File: src/rtl/inst_fetch.sv
`default_nettype none
// ============================================================================
//  Module   : inst_fetch
//  Brief    : RV32I instruction fetch stage. Sequences the PC, issues
//             in-order requests to instruction memory under a credit limit,
//             buffers returned words in a small FIFO and hands them to decode
//             with opcode/funct3/funct7 pre-split. PC redirects flush the
//             buffer and drain any responses still in flight.
//  Revision : 1.0 - initial release
// ============================================================================
module inst_fetch #(
    parameter int              XLEN       = 32,
    parameter logic [XLEN-1:0] RESET_PC   = '0,
    parameter int              FIFO_DEPTH = 2
) (
    input  logic            clk,
    input  logic            reset,
    output logic            imem_req_valid,
    input  logic            imem_req_ready,
    output logic [XLEN-1:0] imem_req_addr,
    input  logic            imem_resp_valid,
    input  logic [XLEN-1:0] imem_resp_data,
    input  logic            redirect_valid,
    input  logic [XLEN-1:0] redirect_pc,
    output logic            inst_valid,
    input  logic            inst_ready,
    output logic [XLEN-1:0] inst,
    output logic [XLEN-1:0] inst_pc,
    output logic [6:0]      opcode,
    output logic [2:0]      funct3,
    output logic [6:0]      funct7
);

    // Counter width holds 0..FIFO_DEPTH; pointer width indexes the buffer.
    localparam int            CW      = $clog2(FIFO_DEPTH + 1);
    localparam int            PW      = (FIFO_DEPTH > 1) ? $clog2(FIFO_DEPTH) : 1;
    localparam logic [CW-1:0] C_DEPTH = CW'(FIFO_DEPTH);
    localparam logic [PW-1:0] C_LAST  = PW'(FIFO_DEPTH - 1);

    typedef enum logic [0:0] {
        ST_FETCH = 1'b0,
        ST_DRAIN = 1'b1
    } state_t;

    state_t          r_state;
    state_t          w_state_next;

    logic [XLEN-1:0] r_fetch_pc;
    logic [XLEN-1:0] w_fetch_pc_next;
    logic [XLEN-1:0] w_redirect_target;

    // PC of the next response expected to be buffered. Responses come back
    // in request order and stale ones are drained before new ones arrive,
    // so a single running counter is enough to tag each pushed word.
    logic [XLEN-1:0] r_resp_pc;

    logic [CW-1:0]   r_count;
    logic [CW-1:0]   w_count_next;
    logic [CW-1:0]   r_outstanding;
    logic [CW-1:0]   w_outstanding_next;
    logic [CW:0]     w_credit_used;

    logic [PW-1:0]   r_rd_ptr;
    logic [PW-1:0]   r_wr_ptr;
    logic [XLEN-1:0] r_word_mem [FIFO_DEPTH];
    logic [XLEN-1:0] r_pc_mem   [FIFO_DEPTH];

    logic            w_req_fire;
    logic            w_push;
    logic            w_pop;
    logic            w_unused_low_bits;

    // Circular pointer advance that also works for non-power-of-two depths.
    function automatic logic [PW-1:0] ptr_inc(input logic [PW-1:0] p);
        return (p == C_LAST) ? '0 : p + PW'(1);
    endfunction

    // The two low redirect bits are forced to zero; keep them referenced.
    assign w_unused_low_bits = ^redirect_pc[1:0];
    assign w_redirect_target = {redirect_pc[XLEN-1:2], 2'b00};

    // Credit is taken from registered occupancy only, so a pop this cycle
    // frees a slot for the request issued next cycle, never this one.
    assign w_credit_used  = {1'b0, r_count} + {1'b0, r_outstanding};
    assign imem_req_valid = !reset && (r_state == ST_FETCH)
                            && (w_credit_used < {1'b0, C_DEPTH});
    assign imem_req_addr  = r_fetch_pc;
    assign w_req_fire     = imem_req_valid && imem_req_ready;

    // A redirect discards whatever response or handshake coincides with it.
    assign w_push     = imem_resp_valid && (r_state == ST_FETCH) && !redirect_valid;
    assign inst_valid = !reset && (r_count != '0);
    assign w_pop      = inst_valid && inst_ready && !redirect_valid;

    // Decode-side view of the buffer head.
    assign inst    = r_word_mem[r_rd_ptr];
    assign inst_pc = r_pc_mem[r_rd_ptr];
    assign opcode  = inst[6:0];
    assign funct3  = inst[14:12];
    assign funct7  = inst[31:25];

    // Outstanding requests: +1 on accept, -1 on any response (kept or dropped).
    always_comb begin
        w_outstanding_next = r_outstanding;
        if (w_req_fire && !imem_resp_valid) begin
            w_outstanding_next = r_outstanding + CW'(1);
        end else if (!w_req_fire && imem_resp_valid) begin
            w_outstanding_next = r_outstanding - CW'(1);
        end
    end

    // Buffer occupancy: flush on redirect, otherwise push/pop bookkeeping.
    always_comb begin
        w_count_next = r_count;
        if (redirect_valid) begin
            w_count_next = '0;
        end else if (w_push && !w_pop) begin
            w_count_next = r_count + CW'(1);
        end else if (!w_push && w_pop) begin
            w_count_next = r_count - CW'(1);
        end
    end

    // Next PC and FETCH/DRAIN transitions; a redirect overrides the +4 step.
    always_comb begin
        w_state_next    = r_state;
        w_fetch_pc_next = r_fetch_pc;
        if (w_req_fire) begin
            w_fetch_pc_next = r_fetch_pc + XLEN'(4);
        end
        if (redirect_valid) begin
            w_fetch_pc_next = w_redirect_target;
        end
        case (r_state)
            ST_FETCH: begin
                if (redirect_valid && (w_outstanding_next != '0)) begin
                    w_state_next = ST_DRAIN;
                end
            end
            ST_DRAIN: begin
                if (w_outstanding_next == '0) begin
                    w_state_next = ST_FETCH;
                end
            end
            default: begin
                w_state_next = ST_FETCH;
            end
        endcase
    end

    // Control state register: FSM, PCs, counters and buffer pointers.
    always_ff @(posedge clk) begin
        if (reset) begin
            r_state       <= ST_FETCH;
            r_fetch_pc    <= RESET_PC;
            r_resp_pc     <= RESET_PC;
            r_count       <= '0;
            r_outstanding <= '0;
            r_rd_ptr      <= '0;
            r_wr_ptr      <= '0;
        end else begin
            r_state       <= w_state_next;
            r_fetch_pc    <= w_fetch_pc_next;
            r_count       <= w_count_next;
            r_outstanding <= w_outstanding_next;
            if (redirect_valid) begin
                r_resp_pc <= w_redirect_target;
                r_rd_ptr  <= '0;
                r_wr_ptr  <= '0;
            end else begin
                if (w_push) begin
                    r_resp_pc <= r_resp_pc + XLEN'(4);
                    r_wr_ptr  <= ptr_inc(r_wr_ptr);
                end
                if (w_pop) begin
                    r_rd_ptr <= ptr_inc(r_rd_ptr);
                end
            end
        end
    end

    // Buffer storage: data only, validity is tracked by the counters above.
    always_ff @(posedge clk) begin
        if (w_push && !reset) begin
            r_word_mem[r_wr_ptr] <= imem_resp_data;
            r_pc_mem[r_wr_ptr]   <= r_resp_pc;
        end
    end

endmodule
`default_nettype wire

File: config.mk
export PLATFORM = sky130hd
export DESIGN_NAME = inst_fetch
export DESIGN_NICKNAME = d
export VERILOG_FILES = /design/src/rtl/inst_fetch.sv
export SDC_FILE = /design/constraint.sdc
export NUM_CORES = 1
export LEC_CHECK = 0
export CAP_MARGIN = 40
export CORE_ASPECT_RATIO = 0.8
export CORE_MARGIN = 5
export CORE_UTILIZATION = 46
export DETAILED_ROUTE_END_ITERATION = 10
export GPL_TIMING_DRIVEN = 0
export PLACE_DENSITY = 0.77
export REMOVE_ABC_BUFFERS = 1
export SYNTH_ARGS = -nofsm -noshare
export SYNTH_HDL_FRONTEND = slang
export SYNTH_SLANG_ARGS = --single-unit
File: constraint.sdc
create_clock -name clk -period 5 [get_ports clk]
set_clock_uncertainty 0.2 [all_clocks]
set_input_delay 1 -clock clk [delete_from_list [all_inputs] [get_ports clk]]
set_output_delay 1 -clock clk [all_outputs]
set_load 0.05 [all_outputs]
==> results of run 1 <==
state kept, by name, indices dropped and copies added, names as in the netlist, named ones only:
name,flops
r_wr_ptr,1
r_pc_mem,60
imem_req_addr,30
r_word_mem,64
r_count,2
r_rd_ptr,1
r_state,1
r_resp_pc,30
r_outstanding,2
layout by cell type (no fill, tap or decap), types with 3 or more instances in the layout:
cell,n
clkdlybuf4s50_1,177
o21ai_0,7
dfxtp_1,67
ha_1,3
xor2_1,39
nand3_1,19
o21bai_1,4
o21a_1,4
a31oi_1,4
a21boi_0,30
conb_1,4
nand2_1,23
mux2_2,62
clkbuf_16,17
nor3_1,7
or3_1,3
nand4_1,29
a211oi_1,8
and2_1,5
inv_1,26
o22ai_1,6
nor2_1,28
xnor2_1,24
nor4_1,5
inv_6,8
and3_1,11
a21oi_1,28
nor3b_1,3
and4_1,6
edfxtp_1,124
worst paths after layout:
path	from	to	slack, ps	cells past startpoint
worst max-delay path	reset	imem_req_valid	710	4
worst min-delay path	r_resp_pc[17]$_SDFFE_PP0P_	r_pc_mem[1][17]$_DFFE_PP_	310	0
worst max register to register	r_outstanding[0]$_SDFF_PP0_	imem_req_addr[16]$_SDFFE_PP0P_	1900	7
worst min register to register	r_resp_pc[17]$_SDFFE_PP0P_	r_pc_mem[1][17]$_DFFE_PP_	310	0
cell type report:
class                      count  share of cell area, %
sequential                   192                   47.2
inverter                      27                  0.940
timing repair buffer         186                   17.7
clock buffer                  17                   3.94
multi-input combinational    384                   26.1
clock inverter                15                   1.55
tap                          225                   2.61
metrics by stage:
stage / utilization (%) / power [mW] / area (sq um) / setup TNS [ps]
floorplan: - / 2.15 / 7980 / 0
global placement: 57.5 / 2.35 / 10000 / -226620
detailed placement: 58.3 / 2.37 / 10200 / 0
CTS: 61.7 / 3.73 / 10800 / 0
global route: 61.7 / 3.83 / 10800 / 0
finish: 61.7 / 3.70 / 10800 / 0
metal layers:
layer | wire [microns] | track usage (%) | vias up
li1 | - | - | 2669
met1 | 8650 | 25.1 | 2722
met2 | 8750 | 29.2 | 261
met3 | 1640 | 5.43 | 28
met4 | 397 | 7.40 | 0
met5 | 0 | 0 | -
kinds of logic (layout without fill, tap and decap cells):
family,count (synthesis),in the layout,share of synthesized area [%]
XOR/XNOR,63,63,6.68
buffers and inverters,77,245,4.64
other,1,4,0.0454
adder cells (fa/ha/maj),4,4,0.697
flip-flops,192,192,61.6
AND/OR/NAND/NOR,153,153,10.1
AO/OA/AOI/OAI,98,98,7.75
multiplexers,62,62,8.46
power groups by stage:
stage          sequential (mW)  clock (mW)  combinational [mW]
2_1_floorplan             1.90           0               0.254
3_3_place_gp              1.85           0               0.500
3_5_place_dp              1.86           0               0.516
4_1_cts                   1.82        1.38               0.520
5_1_grt                   1.83        1.45               0.547
6_report                  1.82        1.36               0.518
==> impl_metrics.tcl, run 1 <==
set metrics [dict create \
    drc_errors 0 \
    ios 185 \
    final-hold-violation-count 0 \
    critical_path_class "in -> out" \
    fin_nets 882 \
    syn_avg_cell_area_sq_um 12.7 \
    maxCapViolCount 0 \
    p_int_mw 2.71 \
    hold_ws_ps 314 \
    slew_headroom_pct 39.9 \
    pwr-share-clk_pct 36.7 \
    finalCritPeriodShare_pct 85.9 \
    htreeDepth 4 \
    tightest_slew_ps 901 \
    syn_inst 650 \
    synth_edf_count 124 \
    die_w_microns 160 \
    critPathMaxFanout 46 \
    power_density_nw_per_um2 343 \
    ant_nets 0 \
    netSwitchingFraction_pct 26.7 \
    cp_slowest_cell "clkdlybuf4s50_1" \
    postCtsHoldBufs 0 \
    n_antenna_cell 0 \
    pwr-share-comb_pct 14.0 \
    p_seq_share_pct 49.3 \
    synth_area_sq_um 8250 \
    portBuffers 178 \
    dp_slack_ps 746 \
    cts_root_buf "clkbuf_16" \
    synth_top_area_share_pct 45.1 \
    instances_no_fill 1046 \
    cts_setup_buffers 0 \
    clock-sinks 192 \
    gp_congestion 0.790 \
    synth_area_leaders "edfxtp_1, dfxtp_1, mux2_2" \
    synthFlopType "edfxtp_1" \
    grt_overflow_total 0 \
    multi_input_area_sq_um 2810 \
    register_area_sq_um 5090 \
    p_switching_uw 988 \
    core_area_sq_um 17500 \
    fin_crit_ps 4290 \
    drt_first_pass_iters 5 \
    ys_warn_count 0 \
    path_cells "buf_2 -> or4_4 -> inv_1 -> clkdlybuf4s50_1" \
    slowest_delay_ps 830 \
    vdd_drop_max_mv 0.217 \
    finalSetupViolCount 0 \
    yosysMostFrequentCell "edfxtp_1" \
    critPathTopFamily "buffers and inverters" \
    hold_class "reg -> reg" \
    ys_types 45 \
    synth_seq_cells 192 \
    cts_max_path_buffers 2 \
    rsz0062_at_grt "no" \
    wl_per_cell_microns 18.6 \
    cts_resized 0 \
    fillers 1325 \
    antenna_found_initial 0 \
    routed_wl_microns 19400 \
    grt_pass1_vias 5617 \
    dp_hpwl_microns 13900 \
    dp.cells 1014 \
    endpoint_kind "output port" \
    fmax_ghz 0.233 \
    grt_max_degree 63 \
    initial_core_util_pct 47.2 \
    yosys.area.top_type "edfxtp_1" \
    worstPathArrival_ps 3090 \
    synthArstFlopShare_pct 0 \
    slew_viol_final 0 \
    rows 43 \
    crit_buf_inv 3 \
    vias 5680 \
    ys_seq_area_share_pct 61.6 \
    drive_above_1_share_pct 13.9 \
    grt_use_total_pct 18.8 \
    critPathRequiredTime_ps 3800 \
    area_growth_pct 30.7 \
    status "completed" \
    drtIter0Drc 461 \
    timing.final.ws_setup_ps 707 \
    p_leak_nw 3.69 \
    netlist_top_cells_count "edfxtp_1, dfxtp_1, mux2_2" \
    start_kind "primary input" \
    vias_per_cell 5.43 \
    dieArea_sq_um 20700 \
    path_clk_slew_ps 70 \
    cts_tree "done" \
    insertion_delay_ps 430 \
    cts_buffers 17 \
    grt_pass1_wl_microns 30500 \
    fp.dieH_microns 130 \
]
No activity file was read; power rests on OpenSTA's default activity.
==> run 2, diff against run 1 <==
Settings changed: CTS_CLUSTER_SIZE set to 8, TNS_END_PERCENT set to 30.
==> results of run 2 <==
Same layout as run 1: the final DEF is identical, and so are final timing and power.
==> run 3, diff against run 2 <==
Settings changed: CAP_MARGIN 40 to 20, SLEW_MARGIN set to 20.
==> run 3 against run 2 <==
Effect of this change: largest cell class unchanged; critical endpoint unchanged; sequential share of layout area decreased by 0.41 points; non-clock buffer count decreased by 1; worst setup slack improved by 42 ps.
==> impl_metrics.tcl, run 3 (synthesis results as in run 1) <==
set metrics [dict create \
    gp_congestion 0.790 \
    cp_slowest_cell "clkdlybuf4s50_1" \
    cts_tree "done" \
    setup_tns_ps 0 \
    dieArea_sq_um 20700 \
    drc_errors 0 \
    fp.dieH_microns 130 \
    place_area_sq_um 10200 \
    slew_headroom_pct 27.2 \
    largest_register_ffs 64 \
    fin_util_pct 62.2 \
    drive_above_1_share_pct 14.0 \
    hold_class "reg -> reg" \
    finalCritPeriodShare_pct 85.0 \
    regMostFlops "r_word_mem" \
    grt_pass1_wl_microns 30600 \
    wl_per_cell_microns 18.8 \
    vias_per_cell 5.40 \
    endpoint_kind "output port" \
    cts_resized 0 \
    most-common-layout-cells "clkdlybuf4s50_1, edfxtp_1, dfxtp_1" \
    status "completed" \
    final-hold-violation-count 0 \
    start_kind "primary input" \
    grtUsageMet3_pct 5.65 \
    p_leak_nw 3.72 \
    drt_first_pass_iters 5 \
    cts_setup_buffers 0 \
    critPathRequiredTime_ps 3800 \
    n_antenna_cell 0 \
    dp_slack_ps 779 \
    timing.final.ws_setup_ps 749 \
    htreeDepth 4 \
    grt_pass1_vias 5603 \
    crit_buf_inv 4 \
    cts_max_path_buffers 2 \
    top_regs "r_word_mem: 64 flops, r_pc_mem: 60 flops" \
    antenna_found_initial 0 \
    rsz0062_at_grt "no" \
    vdd_drop_max_mv 0.222 \
    ant_nets 0 \
    postLayoutCellArea_sq_um 10900 \
    grt_use_total_pct 18.9 \
    rows 43 \
    path_cells "buf_2 -> buf_16 -> or4_4 -> inv_1 -> clkdlybuf4s50_1" \
    slew_viol_final 0 \
    path_clk_slew_ps 70 \
    grt_max_degree 50 \
    worstPathArrival_ps 3050 \
    postCtsHoldBufs 0 \
    power_density_nw_per_um2 348 \
    drtIter0Drc 383 \
    critPathTopFamily "buffers and inverters" \
    vias 5641 \
    clock-sinks 192 \
    finalSetupViolCount 0 \
    cts_root_buf "clkbuf_16" \
    multi_input_area_sq_um 2820 \
    routed_wl_microns 19600 \
    fin_crit_ps 4250 \
    final_common_cell "clkdlybuf4s50_1" \
    gr-max-usage-layer "met2" \
    insertion_delay_ps 430 \
    critPathMaxFanout 29 \
    use_met2_pct 29.4 \
    ios 185 \
    tightest_slew_ps 1080 \
    cts_buffers 17 \
    area_growth_pct 31.8 \
    core_area_sq_um 17500 \
    maxCapViolCount 0 \
    portBuffers 178 \
    dp_hpwl_microns 14000 \
    critical_path_class "in -> out" \
    register_area_sq_um 5090 \
    fin_nets 881 \
    die_w_microns 160 \
    slowest_delay_ps 820 \
    grt_overflow_total 0 \
    initial_core_util_pct 47.2 \
    use_met1_pct 25.4 \
    fmax_ghz 0.235 \
    fillers 1328 \
]
-- run 3: cell count changes in the layout (fill, tap and decap cells not counted), sizes merged --
cell	change
clkdlybuf4s50	-1
inv	-4
clkdlybuf4s18	-1
clkinv	+2
bufinv	+2
buf	+1
-- run 3: final cells by class --
class	instances	area share [%]
clock inverters	15	1.89
multi-input cells	384	25.9
well taps	225	2.59
clock buffers	17	3.91
repair buffers	185	18.0
inverters	27	0.932
flip-flops and latches	192	46.8
-- run 3: per-stage QoR --
| step | total power, mW | hold WS (ps) | cells |
|---|---|---|---|
| 3_3_place_gp | 2.35 | 284 | 1006 |
| 4_1_cts | 3.81 | 306 | 1045 |
| 6_report | 3.78 | 309 | 1045 |
| 3_5_place_dp | 2.38 | 290 | 1013 |
| 2_1_floorplan | 2.15 | 259 | 603 |
| 5_1_grt | 3.91 | 327 | 1045 |
-- run 3: routing by layer --
metal / vias to the layer above / share of wire, %
met3: 36 / 8.0
li1: 2669 / -
met5: - / 0
met2: 253 / 45
met4: 0 / 2.0
met1: 2683 / 45
-- run 3: worst paths after layout --
path / startpoint / endpoint / slack, ps / depth (start not counted)
setup / recovery: reset / imem_req_valid / 750 / 5
hold / removal: r_resp_pc[30]$_SDFFE_PP0P_ / r_pc_mem[0][30]$_DFFE_PP_ / 310 / 0
setup reg to reg: r_outstanding[0]$_SDFF_PP0_ / imem_req_addr[16]$_SDFFE_PP0P_ / 1880 / 7
hold reg to reg: r_resp_pc[30]$_SDFFE_PP0P_ / r_pc_mem[0][30]$_DFFE_PP_ / 310 / 0
-- run 3: power by group --
group	leakage, nW	switching [mW]	internal [mW]
Combinational	1.72	0.319	0.209
Sequential	1.70	0.0643	1.76
Clock	0.302	0.593	0.843
